[src/rtl/serial_tc_deser.sv]
// Deserializer for the LSB-first two's-complement serial stream: re-negates each
// bit on the fly and presents the W-bit word on a valid/ready holding stage.
module serial_tc_deser #(
  parameter int W = 8
) (
  input  logic         t_clk,
  input  logic         r_n,
  input  logic         y_in,
  input  logic         start,
  input  logic         rdy,
  input  logic         clr_ovf,
  output logic [W-1:0] word,
  output logic [W-1:0] raw,
  output logic         vld,
  output logic         maxneg,
  output logic         busy,
  output logic         ovf
);

  // Handshake: a word transfers on any rising edge where vld && rdy; vld, word,
  // raw and maxneg stay stable while vld=1 and rdy=0.

  localparam int CW = $clog2(W);

  typedef enum logic {IDLE, SHIFT} state_t;

  state_t         state, state_nx;
  logic [CW-1:0]  cnt, cnt_nx;
  logic           seen, seen_nx, seen_eff;
  logic           d, take, done, free;
  logic [W-2:0]   raw_sh, raw_sh_nx, word_sh, word_sh_nx;
  logic [W-1:0]   raw_full, word_full;

  // Shifters keep only the W-1 earlier bits; the current bit completes the word.
  assign raw_full  = {y_in, raw_sh};
  assign word_full = {d, word_sh};
  assign free      = !vld || rdy;
  assign busy      = (state == SHIFT);

  always_comb begin
    state_nx   = state;
    cnt_nx     = cnt;
    seen_nx    = seen;
    raw_sh_nx  = raw_sh;
    word_sh_nx = word_sh;
    done       = 1'b0;
    seen_eff   = start ? 1'b0 : seen;
    d          = seen_eff ? ~y_in : y_in;
    take       = start || (state == SHIFT);

    if (take) begin
      raw_sh_nx  = raw_full[W-1:1];
      word_sh_nx = word_full[W-1:1];
      seen_nx    = seen_eff | y_in;
    end

    case (state)
      IDLE: begin
        if (start) begin
          cnt_nx   = CW'(1);
          state_nx = SHIFT;
        end
      end
      SHIFT: begin
        if (start) begin
          cnt_nx = CW'(1);
        end else if (cnt == CW'(W-1)) begin
          done     = 1'b1;
          cnt_nx   = '0;
          state_nx = IDLE;
        end else begin
          cnt_nx = cnt + CW'(1);
        end
      end
      default: state_nx = IDLE;
    endcase
  end

  always_ff @(posedge t_clk or negedge r_n) begin
    if (!r_n) begin
      state   <= IDLE;
      cnt     <= '0;
      seen    <= 1'b0;
      raw_sh  <= '0;
      word_sh <= '0;
      word    <= '0;
      raw     <= '0;
      vld     <= 1'b0;
      maxneg  <= 1'b0;
      ovf     <= 1'b0;
    end else begin
      state   <= state_nx;
      cnt     <= cnt_nx;
      seen    <= seen_nx;
      raw_sh  <= raw_sh_nx;
      word_sh <= word_sh_nx;

      if (done && free) begin
        word   <= word_full;
        raw    <= raw_full;
        maxneg <= (raw_full == {1'b1, {(W-1){1'b0}}});
        vld    <= 1'b1;
      end else if (vld && rdy) begin
        vld <= 1'b0;
      end

      // A dropped frame wins over a simultaneous clear.
      if (done && !free)
        ovf <= 1'b1;
      else if (clr_ovf)
        ovf <= 1'b0;
    end
  end

endmodule
[config.mk]
export PLATFORM = sky130hd
export DESIGN_NAME = serial_tc_deser
export DESIGN_NICKNAME = d
export VERILOG_FILES = /design/src/rtl/serial_tc_deser.sv
export SDC_FILE = /design/constraint.sdc
export NUM_CORES = 1
export LEC_CHECK = 0
export ABC_CLOCK_PERIOD_IN_PS = 2300
export BUFFER_PORTS_ARGS = -buffer_cell sky130_fd_sc_hd__buf_4
export CORE_MARGIN = 2
export CORE_UTILIZATION = 50
export CTS_CLUSTER_DIAMETER = 120
export DETAILED_ROUTE_END_ITERATION = 12
export PLACE_DENSITY = 0.72
export SYNTH_ARGS = -nofsm -noshare
export SYNTH_HDL_FRONTEND = slang
export SYNTH_SLANG_ARGS = --single-unit
[constraint.sdc]
create_clock -name t_clk -period 2.3 [get_ports t_clk]
set_input_delay 0.115 -clock t_clk [delete_from_list [all_inputs] [get_ports t_clk]]
set_output_delay 0.115 -clock t_clk [all_outputs]
set_load 0.02 [all_outputs]
Word-level counts from Yosys, hierarchy flattened. Cells that the tools add are included.

$add $sub $neg: 1. Multipliers: 0. Divide/modulo/power cells: 0. Magnitude comparators: 0. Eq/ne operators: 3. Shifts and indexed selects: 0. Muxes and demuxes: 17. Bitwise logic cells: 3. Reduce and logical (&&, ||, !) cells: 9.

Operators by type and width (count): 1-bit 2-to-1 mux (12); 3-bit 2-to-1 mux (3); 8-bit equality test (second input constant) (1); 3-bit case mux with 2 select lines (1); 2-bit nonzero test (2); 3-bit by 1-bit adder with 3-bit output (second input constant) (1); 3-bit equality test (second input constant) (1); 1-bit logical AND (3); 1-bit zero test (2); 1-bit logical OR (2); 2-bit inequality test (second input constant) (1); 1-bit NOT (2); 1-bit case mux with 2 select lines (1); 1-bit bitwise OR (1).

Register bits: 38. Bits in latches: 0. RAM bits: 0. Memory bits (read-only): 0. Input port bits: 6. Memories: 0.

Logic depth before layout (Yosys ltp). Gate-level depths: netlist of the first run.

Depth in word-level cells: 6. Mapped depth: 7. Gate-level depth less buffers: 5.

Worst setup path after synthesis of the first run. Ideal clock, no wire load.

Path kind: register to register. Start point: register cnt[0]. End point: register raw[0]. Setup time: 0.125 ns. Arrival: 1.464 ns. Data required time: 2.175 ns. Path slack: 0.711 ns. Stages on the path, launching flop included: 8. Period minus slack after synthesis: 1.589 ns. Cells stage by stage: dfrtp_1 -> ha_1 -> ha_1 -> nand3b_4 -> nor2b_2 -> buf_6 -> buf_6 -> mux2_4.

Cells in the longest elaborated chain, start to end: 5.

Ends and longest elaborated chain: from (decl) (RTL line 28) `logic [CW-1:0] cnt, cnt_nx;`; from (signal assigned) (RTL line 93) `cnt <= cnt_nx;`; 3-bit equality test (RTL line 67) `end else if (cnt == CW'(W-1)) begin`; 1-bit 2-to-1 mux (RTL line 67); 1-bit 2-to-1 mux (RTL line 65) `if (start) begin`; 1-bit 2-to-1 mux (RTL line 57) `case (state)`; 1-bit logical AND (RTL line 98) `if (done && free) begin`; to (signal assigned) (RTL line 100) `raw <= raw_full;`; to (decl) (RTL line 13) `output logic [W-1:0] raw,`.

Every way passes these cells. A chain may end at the register's enable or synchronous reset.

Worst setup path after layout of the first run.
Start point: register cnt[0]. End point: register word[6].

Cells in the longest elaborated chain, start to end: 5.

Ends and longest elaborated chain: 3-bit equality test (RTL line 67); 1-bit 2-to-1 mux (RTL line 67); 1-bit 2-to-1 mux (RTL line 65); 1-bit 2-to-1 mux (RTL line 57); 1-bit logical AND (RTL line 98); to (signal assigned) (RTL line 99) `word <= word_full;`; to (decl) (RTL line 12) `output logic [W-1:0] word,`.

Every way passes these cells.

==> impl_results.html, run 1 <==
<table>
<tr><th>Metric</th><th>Value</th></tr>
<tr><th colspan="2">Drt</th></tr>
<tr><td>Post-DR wirelength/cell</td><td>14.1 um</td></tr>
<tr><td>Post-DR vias/cell</td><td>approximately 5.4</td></tr>
<tr><td>Met3 wire length</td><td>roughly 120 um</td></tr>
<tr><td>DRC viols</td><td>0</td></tr>
<tr><td>Wire length on met1</td><td>1.08 mm</td></tr>
<tr><td>Routed wire length on met2</td><td>between 1 and 1.5 mm</td></tr>
<tr><td>Residual antenna-violating net count after detailed routing</td><td>0</td></tr>
<tr><td>Via Count</td><td>891</td></tr>
<tr><td>Wirelength, routed</td><td>approximately 2.3 mm</td></tr>
<tr><td>Number of DRC violations after detailed-routing iteration 0</td><td>15</td></tr>
<tr><td>1st-pass router iterations</td><td>2</td></tr>
<tr><td>DR top layer</td><td>met4</td></tr>
<tr><th colspan="2">Cells and area</th></tr>
<tr><td>Antenna cells</td><td>0</td></tr>
<tr><td>Ratio of cells with drive above 1 in the final layout</td><td>0.496</td></tr>
<tr><td>Area of all placed cells without fillers</td><td>approximately 1900 um2</td></tr>
<tr><td>Final cell count without fillers</td><td>about 170</td></tr>
<tr><td>Number of inserted filler cells in the final layout</td><td>approximately 240</td></tr>
<tr><td>Nets@finish</td><td>about 140</td></tr>
<tr><td>Area grow syn2layout</td><td>19.2%</td></tr>
<tr><th colspan="2">Clock network</th></tr>
<tr><td>Post-cts resize count</td><td>0</td></tr>
<tr><td>Number of buffers between clock root and the deepest sink</td><td>2</td></tr>
<tr><td>CTS buffer count</td><td>5</td></tr>
<tr><td>Clk Latency, worst-skew pair</td><td>between 0.3 and 0.4 ns</td></tr>
<tr><td>Clock Sinks</td><td>38</td></tr>
<tr><td>TritonCTS clock tree</td><td>yes</td></tr>
<tr><td># H-tree levels</td><td>2</td></tr>
<tr><td>Buffer type at the clock tree root</td><td>sky130_fd_sc_hd__clkbuf_4</td></tr>
<tr><td>Reg clk slew, reported paths</td><td>roughly 0.10 ns</td></tr>
<tr><th colspan="2">Power</th></tr>
<tr><td>Maximum resistive drop on vdd</td><td>a little over 0.0005 V</td></tr>
<tr><td>Power density of the placed cells</td><td>around 1000 nW/um2</td></tr>
<tr><td>Leakage dissipation</td><td>roughly 0.00091 uW</td></tr>
<tr><th colspan="2">STA</th></tr>
<tr><td>Number of failing setup endpoints in the final timing report</td><td>0</td></tr>
<tr><td>Worst slew margin</td><td>0.692</td></tr>
<tr><td>Worst-margin pin slew</td><td>roughly 0.46 ns</td></tr>
<tr><td>Final-report max-slew violation count</td><td>0</td></tr>
<tr><td>Final setup skew</td><td>slightly below 0.008 ns</td></tr>
<tr><td>Hold Violations, Final</td><td>0</td></tr>
<tr><td>RSZ-0062 raised after global routing</td><td>no</td></tr>
<tr><td>Final critical path time including I/O delays and setup</td><td>roughly 1.7 ns</td></tr>
<tr><td>TNS Setup</td><td>0 ns</td></tr>
<tr><td>Maximum frequency from static timing analysis</td><td>~570 MHz</td></tr>
<tr><td>Crit share post-route</td><td>0.760</td></tr>
<tr><th colspan="2">Critical path</th></tr>
<tr><td>Worst path required time</td><td>approximately 2.5 ns</td></tr>
<tr><td>Cell family contributing the most delay on the critical path</td><td>flip-flops</td></tr>
<tr><td>Crit path largest cell delay</td><td>~0.38 ns</td></tr>
<tr><td>Worst path slowest cell</td><td>sky130_fd_sc_hd__dfrtp_1</td></tr>
<tr><td>Critical Path Source Type</td><td>register</td></tr>
<tr><td>Critical path launch point</td><td>cnt[0]$_DFFE_PN0P_</td></tr>
<tr><td>Worst-path fanout max</td><td>17</td></tr>
<tr><td>Cell-by-cell listing of the critical path</td><td>ha_1, ha_1, nand3b_4, nor2b_2, buf_4, mux2_2</td></tr>
<tr><td>Arrival time at the worst endpoint</td><td>a little under 2 ns</td></tr>
<tr><td>WS Path Type</td><td>reg2reg</td></tr>
<tr><td>Cell occurring most often along the worst timing path</td><td>sky130_fd_sc_hd__ha_1</td></tr>
<tr><td>Worst setup EP type</td><td>register</td></tr>
<tr><td>Start of the worst register-to-register path</td><td>cnt[0]$_DFFE_PN0P_</td></tr>
<tr><td>Number of buffers and inverters on the critical path</td><td>1</td></tr>
<tr><th colspan="2">Logic synthesis</th></tr>
<tr><td>Synthesized net count</td><td>between 100 and 150</td></tr>
<tr><td>Post-synthesis cell type with the largest combined area</td><td>sky130_fd_sc_hd__dfrtp_1</td></tr>
<tr><td>Flip-flop and latch count after synthesis</td><td>38</td></tr>
<tr><td>Sequential-to-total area share from yosys stat</td><td>0.609</td></tr>
<tr><td>Most area-consuming cells after synthesis</td><td>sky130_fd_sc_hd__dfrtp_1, sky130_fd_sc_hd__mux2_2, sky130_fd_sc_hd__mux2_4, sky130_fd_sc_hd__ha_1, sky130_fd_sc_hd__nand2b_1</td></tr>
<tr><td>Area share of the largest cell type after synthesis</td><td>0.609</td></tr>
<tr><td>Mapped Area</td><td>between 1500 and 2000 um2</td></tr>
<tr><td>Warnings, synthesis</td><td>0</td></tr>
<tr><td>Count of distinct cell types in the synthesized netlist</td><td>21</td></tr>
<tr><td>Synthesized area per cell</td><td>roughly 16 um2</td></tr>
<tr><td>Number of instances in the synthesized netlist</td><td>100</td></tr>
<tr><th colspan="2">GRT</th></tr>
<tr><td>Number of antenna violations at the first check in global routing</td><td>0</td></tr>
<tr><td>Residual overflow from global routing</td><td>0</td></tr>
<tr><td>Overall Global Routing Usage</td><td>0.160</td></tr>
<tr><td>Number of global-route vias before repair</td><td>between 800 and 900</td></tr>
<tr><td>First-pass GRT wire length</td><td>4.09 mm</td></tr>
<tr><td>Pin count of the biggest net entering global routing</td><td>39</td></tr>
<tr><th colspan="2">Placed design</th></tr>
<tr><td>Post-Place Cells</td><td>approximately 160</td></tr>
<tr><td>Placement-stage cell area</td><td>between 1500 and 2000 um2</td></tr>
<tr><td>Dpl hpwl</td><td>~1.6 mm</td></tr>
<tr><td>Final estimated routing congestion in global placement</td><td>between 0.7 and 0.8</td></tr>
<tr><td>IO buf count</td><td>25</td></tr>
<tr><th colspan="2">Flow run</th></tr>
<tr><td>Reported max-cap violation count</td><td>0</td></tr>
<tr><th colspan="2">Status</th></tr>
<tr><td>Result of the run</td><td>finished clean</td></tr>
<tr><th colspan="2">Floorplanning</th></tr>
<tr><td>Die outline width</td><td>around 60 um</td></tr>
<tr><td>Floorplan core area</td><td>between 3000 and 4000 um2</td></tr>
<tr><td>Die height</td><td>59.9 um</td></tr>
<tr><td>Rows</td><td>20</td></tr>
<tr><td>Floorplan die area</td><td>between 3000 and 4000 um2</td></tr>
<tr><td>Initial core utilization</td><td>0.520</td></tr>
<tr><td>Ports</td><td>26</td></tr>
<tr><th colspan="2">Min path</th></tr>
<tr><td>Hold path startpoint</td><td>rdy</td></tr>
<tr><td>Tightest Hold Check Type</td><td>in2reg</td></tr>
</table>
registers in the layout, summed over array words and instances, names as in the netlist, 3 cells and up:
| register | flops |
|---|---|
| word | 8 |
| cnt | 3 |
| word_sh | 7 |
| raw | 8 |
| raw_sh | 7 |
repair_timing:
action                                 CTS  global route
endpoints found under the hold margin   41             1
hold buffers                             3             1
buffers inserted                         0             0
area by class of cell:
class	count	area [um2]	area share
sequential	38	951	0.511
clock buffer	6	51.3	0.0276
tap	33	41.3	0.0222
timing repair buffer	31	243	0.130
multi-input combinational	55	564	0.303
inverter	3	11.3	0.00605
kinds of logic after synthesis:
logic type / synth area share
flops: 0.609
mux: 0.253
simple gates: 0.0673
buf+inv: 0.0296
compound gates: 0.0168
fa+ha+maj: 0.0240
synthesized netlist by cell type:
cell                        n
sky130_fd_sc_hd__o21ai_0    3
sky130_fd_sc_hd__mux2_1     1
sky130_fd_sc_hd__nor2b_2    1
sky130_fd_sc_hd__nand2_1    3
sky130_fd_sc_hd__buf_6      2
sky130_fd_sc_hd__nor2_2     1
sky130_fd_sc_hd__mux2i_1    2
sky130_fd_sc_hd__mux2_4    10
sky130_fd_sc_hd__ha_1       3
sky130_fd_sc_hd__inv_1      3
sky130_fd_sc_hd__o22ai_1    1
sky130_fd_sc_hd__nand3b_4   1
sky130_fd_sc_hd__mux2_2    19
sky130_fd_sc_hd__a21oi_1    1
sky130_fd_sc_hd__nand2b_1   4
sky130_fd_sc_hd__buf_4      1
sky130_fd_sc_hd__buf_2      1
sky130_fd_sc_hd__dfrtp_1   38
sky130_fd_sc_hd__or4_1      1
sky130_fd_sc_hd__nor2_1     3
sky130_fd_sc_hd__nor4b_2    1
tightest hold or removal path, cell delays in order:
cell and delay [ns]:
sky130_fd_sc_hd__buf_4 0.07, sky130_fd_sc_hd__nand2b_1 0.12, sky130_fd_sc_hd__nand2_1 0.06
through the flow:
| step | utilization | total power, uW | hold WS (ns) | worst slack, ns |
|---|---|---|---|---|
| after floorplan | - | 1330 | -0.181 | 0.711 |
| final | 0.620 | 1910 | 0.0682 | 0.551 |
| after global placement | 0.590 | 1580 | 0.101 | 0.637 |
| after detailed placement | 0.590 | 1600 | 0.107 | 0.571 |
| after CTS | 0.617 | 1930 | 0.00563 | 0.546 |
| after global routing | 0.620 | 2030 | 0.0750 | 0.454 |
final timing paths:
path	to	slack, ns	cells after the start
max in group asynchronous	word_sh[5]$_DFFE_PN0P_	1.71	2
min in group asynchronous	raw[2]$_DFFE_PN0P_	0.26	2
hold / removal	vld$_DFFE_PN0P_	0.07	3
hold reg to reg	seen$_DFFE_PN0P_	0.51	2
setup / recovery	word[6]$_DFFE_PN0P_	0.55	6
setup reg to reg	word[6]$_DFFE_PN0P_	0.55	6
per-layer routing:
metal  up-vias  global-route usage
met5         -                   0
met4         0              0.0667
met3         2              0.0714
met2        19               0.238
met1       459               0.203
li1        411                   -
cells in the final DEF (no fill, tap or decap), types with 2 or more instances in the layout:
cell type / netlist / layout
sky130_fd_sc_hd__buf_4: 1 / 27
sky130_fd_sc_hd__o21ai_0: 3 / 3
sky130_fd_sc_hd__clkbuf_4: 0 / 5
sky130_fd_sc_hd__ha_1: 3 / 3
sky130_fd_sc_hd__mux2_2: 19 / 19
sky130_fd_sc_hd__nand2b_1: 4 / 4
sky130_fd_sc_hd__mux2_4: 10 / 10
sky130_fd_sc_hd__nand2_1: 3 / 3
sky130_fd_sc_hd__dfrtp_1: 38 / 38
sky130_fd_sc_hd__dlygate4sd3_1: 0 / 4
sky130_fd_sc_hd__nor2_1: 3 / 3
sky130_fd_sc_hd__inv_1: 3 / 3
sky130_fd_sc_hd__mux2i_1: 2 / 2
power by group:
part	leakage (uW)	total, uW	switching [uW]	internal [uW]
Combinational	0.000407	630	283	347
Clock	0.0000302	332	194	138
Sequential	0.000470	948	108	840
Total	0.000907	1910	585	1320
(Power assumes the default switching activity.)
==> inputs of run 2 (changes only) <==
ABC_CLOCK_PERIOD_IN_PS = 1600   (was 2300)
CORE_UTILIZATION = 49   (was 50)
PLACE_DENSITY = 0.74   (was 0.72)
clock period = 1.6 ns   (was 2.3 ns; I/O delays follow)
==> run 2 against run 1 <==
Net effect: clock power increased to 2.5 times the previous value; sequential cell count unchanged; clock-buffer cell count unchanged.
==> impl_results.html, run 2 (synthesis results as in run 1) <==
<table>
<tr><th>Metric</th><th>Value</th></tr>
<tr><th colspan="2">Critical path</th></tr>
<tr><td>WS Path Type</td><td>reg2reg (unchanged)</td></tr>
<tr><td>Worst setup slack for register-to-register paths</td><td>0.02 ns (was 0.55 ns)</td></tr>
<tr><td>Start of the worst register-to-register path</td><td>cnt[0]$_DFFE_PN0P_ (unchanged)</td></tr>
<tr><td>Cell-by-cell listing of the critical path</td><td>ha_2, ha_4, nand3b_4, nor2b_4, buf_8, mux2_4 (was ha_1, ha_1, nand3b_4, nor2b_2, buf_4, mux2_2)</td></tr>
<tr><td>Number of buffers and inverters on the critical path</td><td>1 (unchanged)</td></tr>
<tr><td>Worst path slowest cell</td><td>sky130_fd_sc_hd__dfrtp_1 (unchanged)</td></tr>
<tr><td>Crit path largest cell delay</td><td>0.38 ns (about the same)</td></tr>
<tr><td>Critical Path Source Type</td><td>register (unchanged)</td></tr>
<tr><td>Worst setup EP type</td><td>register (unchanged)</td></tr>
<tr><td>Worst path required time</td><td>1.83 ns (was 2.52 ns)</td></tr>
<tr><td>Arrival time at the worst endpoint</td><td>1.82 ns (was 1.97 ns)</td></tr>
<tr><td>RR Endpoint</td><td>raw[7]$_DFFE_PN0P_ (was word[6]$_DFFE_PN0P_)</td></tr>
<tr><td>R2R cell count</td><td>6 (unchanged)</td></tr>
<tr><td>Cell family contributing the most delay on the critical path</td><td>flip-flops (unchanged)</td></tr>
<tr><td>Worst-path fanout max</td><td>9 (was 17)</td></tr>
<tr><th colspan="2">Floorplanning</th></tr>
<tr><td>Die outline width</td><td>60.5 um (was 59.9 um)</td></tr>
<tr><td>Ports</td><td>26 (unchanged)</td></tr>
<tr><td>Floorplan core area</td><td>3050 um2 (was 3000 um2)</td></tr>
<tr><td>Floorplan die area</td><td>3650 um2 (was 3590 um2)</td></tr>
<tr><td>Rows</td><td>20 (unchanged)</td></tr>
<tr><td>Die height</td><td>60.5 um (was 59.9 um)</td></tr>
<tr><td>Initial core utilization</td><td>0.511 (was 0.520)</td></tr>
<tr><th colspan="2">STA</th></tr>
<tr><td>Final-report max-slew violation count</td><td>0 (unchanged)</td></tr>
<tr><td>RSZ-0062 raised after global routing</td><td>yes (was no)</td></tr>
<tr><td>Worst slew margin</td><td>0.689 (was 0.692)</td></tr>
<tr><td>Worst-margin pin slew</td><td>0.466 ns (was 0.462 ns)</td></tr>
<tr><td>Maximum frequency from static timing analysis</td><td>631 MHz (was 572 MHz)</td></tr>
<tr><td>Final critical path time including I/O delays and setup</td><td>1.58 ns (was 1.75 ns)</td></tr>
<tr><td>Number of failing setup endpoints in the final timing report</td><td>0 (unchanged)</td></tr>
<tr><td>Hold Violations, Final</td><td>0 (unchanged)</td></tr>
<tr><td>Crit share post-route</td><td>0.990 (was 0.760)</td></tr>
<tr><td>Final setup skew</td><td>0.00650 ns (was 0.00770 ns)</td></tr>
<tr><th colspan="2">Drt</th></tr>
<tr><td>Post-DR wirelength/cell</td><td>14.4 um (was 14.1 um)</td></tr>
<tr><td>1st-pass router iterations</td><td>4 (was 2)</td></tr>
<tr><td>DRC viols</td><td>0 (unchanged)</td></tr>
<tr><td>Via Count</td><td>905 (was 891)</td></tr>
<tr><td>Post-DR vias/cell</td><td>4.89 (was 5.37)</td></tr>
<tr><td>Number of DRC violations after detailed-routing iteration 0</td><td>20 (was 15)</td></tr>
<tr><td>Wirelength, routed</td><td>2.66 mm (was 2.35 mm)</td></tr>
<tr><td>Residual antenna-violating net count after detailed routing</td><td>0 (unchanged)</td></tr>
<tr><th colspan="2">Cells and area</th></tr>
<tr><td>Final cell count without fillers</td><td>185 (was 166)</td></tr>
<tr><td>Area of all placed cells without fillers</td><td>2040 um2 (was 1860 um2)</td></tr>
<tr><td>Number of inserted filler cells in the final layout</td><td>227 (was 235)</td></tr>
<tr><td>Final core utilization</td><td>0.669 (was 0.620)</td></tr>
<tr><td>Area grow syn2layout</td><td>30.8% (was 19.2%)</td></tr>
<tr><td>Largest registers ranked by flip-flop count</td><td>raw: 8 flops, word: 8 flops (unchanged)</td></tr>
<tr><td>Commonest cells after routing, fill and taps aside</td><td>sky130_fd_sc_hd__dfrtp_1, sky130_fd_sc_hd__buf_4, sky130_fd_sc_hd__mux2_4 (was sky130_fd_sc_hd__dfrtp_1, sky130_fd_sc_hd__buf_4, sky130_fd_sc_hd__mux2_2)</td></tr>
<tr><td>Antenna cells</td><td>0 (unchanged)</td></tr>
<tr><td>Most frequent standard cell in the layout excluding fill and tap cells</td><td>sky130_fd_sc_hd__dfrtp_1 (unchanged)</td></tr>
<tr><td>Nets@finish</td><td>149 (was 143)</td></tr>
<tr><td>Ratio of cells with drive above 1 in the final layout</td><td>0.546 (was 0.496)</td></tr>
<tr><th colspan="2">GRT</th></tr>
<tr><td>First-pass GRT wire length</td><td>4.33 mm (was 4.09 mm)</td></tr>
<tr><td>Pin count of the biggest net entering global routing</td><td>39 (unchanged)</td></tr>
<tr><td>Overall Global Routing Usage</td><td>0.167 (was 0.160)</td></tr>
<tr><td>Residual overflow from global routing</td><td>0 (unchanged)</td></tr>
<tr><td>Number of antenna violations at the first check in global routing</td><td>0 (unchanged)</td></tr>
<tr><td>Number of global-route vias before repair</td><td>925 (was 887)</td></tr>
<tr><th colspan="2">Clock network</th></tr>
<tr><td>TritonCTS clock tree</td><td>yes (unchanged)</td></tr>
<tr><td>Buffer type at the clock tree root</td><td>sky130_fd_sc_hd__clkbuf_4 (unchanged)</td></tr>
<tr><td>Reg clk slew, reported paths</td><td>0.11 ns (was 0.10 ns)</td></tr>
<tr><td>CTS buffer count</td><td>5 (unchanged)</td></tr>
<tr><td>Number of buffers between clock root and the deepest sink</td><td>2 (unchanged)</td></tr>
<tr><td># H-tree levels</td><td>2 (unchanged)</td></tr>
<tr><td>Clk Latency, worst-skew pair</td><td>0.34 ns (was 0.33 ns)</td></tr>
<tr><td>Clock Sinks</td><td>38 (unchanged)</td></tr>
<tr><th colspan="2">Placed design</th></tr>
<tr><td>Placement-stage cell area</td><td>1800 um2 (was 1770 um2)</td></tr>
<tr><td>Final estimated routing congestion in global placement</td><td>0.723 (was 0.765)</td></tr>
<tr><td>Post-Place Cells</td><td>169 (was 156)</td></tr>
<tr><td>Dpl hpwl</td><td>1.77 mm (was 1.59 mm)</td></tr>
<tr><td>IO buf count</td><td>25 (unchanged)</td></tr>
<tr><th colspan="2">Power</th></tr>
<tr><td>Total power consumption of the routed design</td><td>3200 uW (was 1910 uW)</td></tr>
<tr><td>Relative contribution of sequential cells to total power</td><td>0.429 (was 0.496)</td></tr>
<tr><td>Internal portion of total power</td><td>2300 uW (was 1320 uW)</td></tr>
<tr><td>Clock Power Share</td><td>0.262 (was 0.174)</td></tr>
<tr><td>Leakage dissipation</td><td>0.000981 uW (was 0.000907 uW)</td></tr>
<tr><td>Share of total power consumed by net switching</td><td>0.282 (was 0.306)</td></tr>
<tr><td>Switching component of the power</td><td>903 uW (was 585 uW)</td></tr>
<tr><td>Power density of the placed cells</td><td>1570 nW/um2 (was 1030 nW/um2)</td></tr>
<tr><td>Logic pwr share</td><td>0.309 (was 0.330)</td></tr>
<tr><td>Maximum resistive drop on vdd</td><td>0.000942 V (was 0.000509 V)</td></tr>
<tr><th colspan="2">Min path</th></tr>
<tr><td>Tightest Hold Check Type</td><td>in2reg (unchanged)</td></tr>
<tr><td>End point of the worst hold path</td><td>vld$_DFFE_PN0P_ (unchanged)</td></tr>
<tr><td>Worst Hold Path Cells</td><td>3 (unchanged)</td></tr>
<tr><td>Hold path startpoint</td><td>rdy (unchanged)</td></tr>
<tr><th colspan="2">Flow run</th></tr>
<tr><td>Reported max-cap violation count</td><td>0 (unchanged)</td></tr>
<tr><th colspan="2">Status</th></tr>
<tr><td>Result of the run</td><td>finished clean (unchanged)</td></tr>
</table>
-- run 2: changes by cell type in the layout (fill, tap and decap cells not counted), moves of 2 or more --
cell,before,now
sky130_fd_sc_hd__ha_1,3,1
sky130_fd_sc_hd__mux2_4,10,17
sky130_fd_sc_hd__bufinv_16,0,2
sky130_fd_sc_hd__buf_8,0,2
sky130_fd_sc_hd__buf_4,27,31
sky130_fd_sc_hd__mux2_2,19,13
-- run 2: power by group through the flow --
| stage | Sequential (uW) | Combinational [uW] | Clock (uW) |
|---|---|---|---|
| finish | 1370 | 988 | 839 |
| global route | 1410 | 1060 | 905 |
| CTS | 1370 | 948 | 861 |
| detailed placement | 1380 | 924 | 0 |
| global placement | 1370 | 905 | 0 |
| floorplan | 1580 | 333 | 0 |
-- run 2: final cells by class --
| type | instances | area (um2) | share of cell area |
|---|---|---|---|
| timing repair buffer | 37 | 303 | 0.148 |
| sequential | 38 | 951 | 0.466 |
| clock buffer | 6 | 51.3 | 0.0251 |
| multi-input combinational | 55 | 611 | 0.299 |
| clock inverter | 2 | 60.1 | 0.0294 |
| inverter | 3 | 11.3 | 0.00551 |
| tap | 44 | 55.1 | 0.0270 |
-- run 2: through the flow --
step / TNS, ns / setup WS [ns] / hold slack (ns)
3_5_place_dp: -0.364 / -0.0465 / 0.0674
6_report: 0 / 0.0165 / 0.0692
4_1_cts: 0 / 0.0266 / 0.0689
3_3_place_gp: 0 / 0.0325 / 0.0646
5_1_grt: -0.273 / -0.0361 / 0.0647
2_1_floorplan: 0 / 0.0112 / -0.216
-- run 2: how the worst max path moves through the flow --
stage | cells after the start | endpoint | start
4_1_cts | 6 | word[6]$_DFFE_PN0P_ | cnt[0]$_DFFE_PN0P_
6_report | 6 | raw[7]$_DFFE_PN0P_ | cnt[0]$_DFFE_PN0P_
3_3_place_gp | 6 | maxneg$_DFFE_PN0P_ | cnt[0]$_DFFE_PN0P_
5_1_grt | 6 | word[1]$_DFFE_PN0P_ | cnt[0]$_DFFE_PN0P_
2_1_floorplan | 7 | raw[0]$_DFFE_PN0P_ | cnt[0]$_DFFE_PN0P_
3_5_place_dp | 6 | maxneg$_DFFE_PN0P_ | cnt[0]$_DFFE_PN0P_
-- run 2: repair_timing --
item | 4_1_cts | 5_1_grt
gates resized for setup | 6 | 9
pin swaps | 0 | 0
endpoints found under the setup margin | 17 | 16
hold buffers | 4 | 0
endpoints found under the hold margin | 44 | 0
buffers inserted | 1 | 3
-- run 2: worst reg2reg max path, stage by stage, from the launching register on --
cell and delay, ns:
sky130_fd_sc_hd__dfrtp_1 0.38, sky130_fd_sc_hd__ha_2 0.21, sky130_fd_sc_hd__ha_4 0.15, sky130_fd_sc_hd__nand3b_4 0.10
sky130_fd_sc_hd__nor2b_4 0.17, sky130_fd_sc_hd__buf_8 0.16, sky130_fd_sc_hd__mux2_4 0.31
-- run 2: layer usage --
metal	part of all wire	GRT usage
met5	0	0
met4	0.010	0.0466
met3	0.039	0.0704
met2	0.50	0.236
met1	0.45	0.238
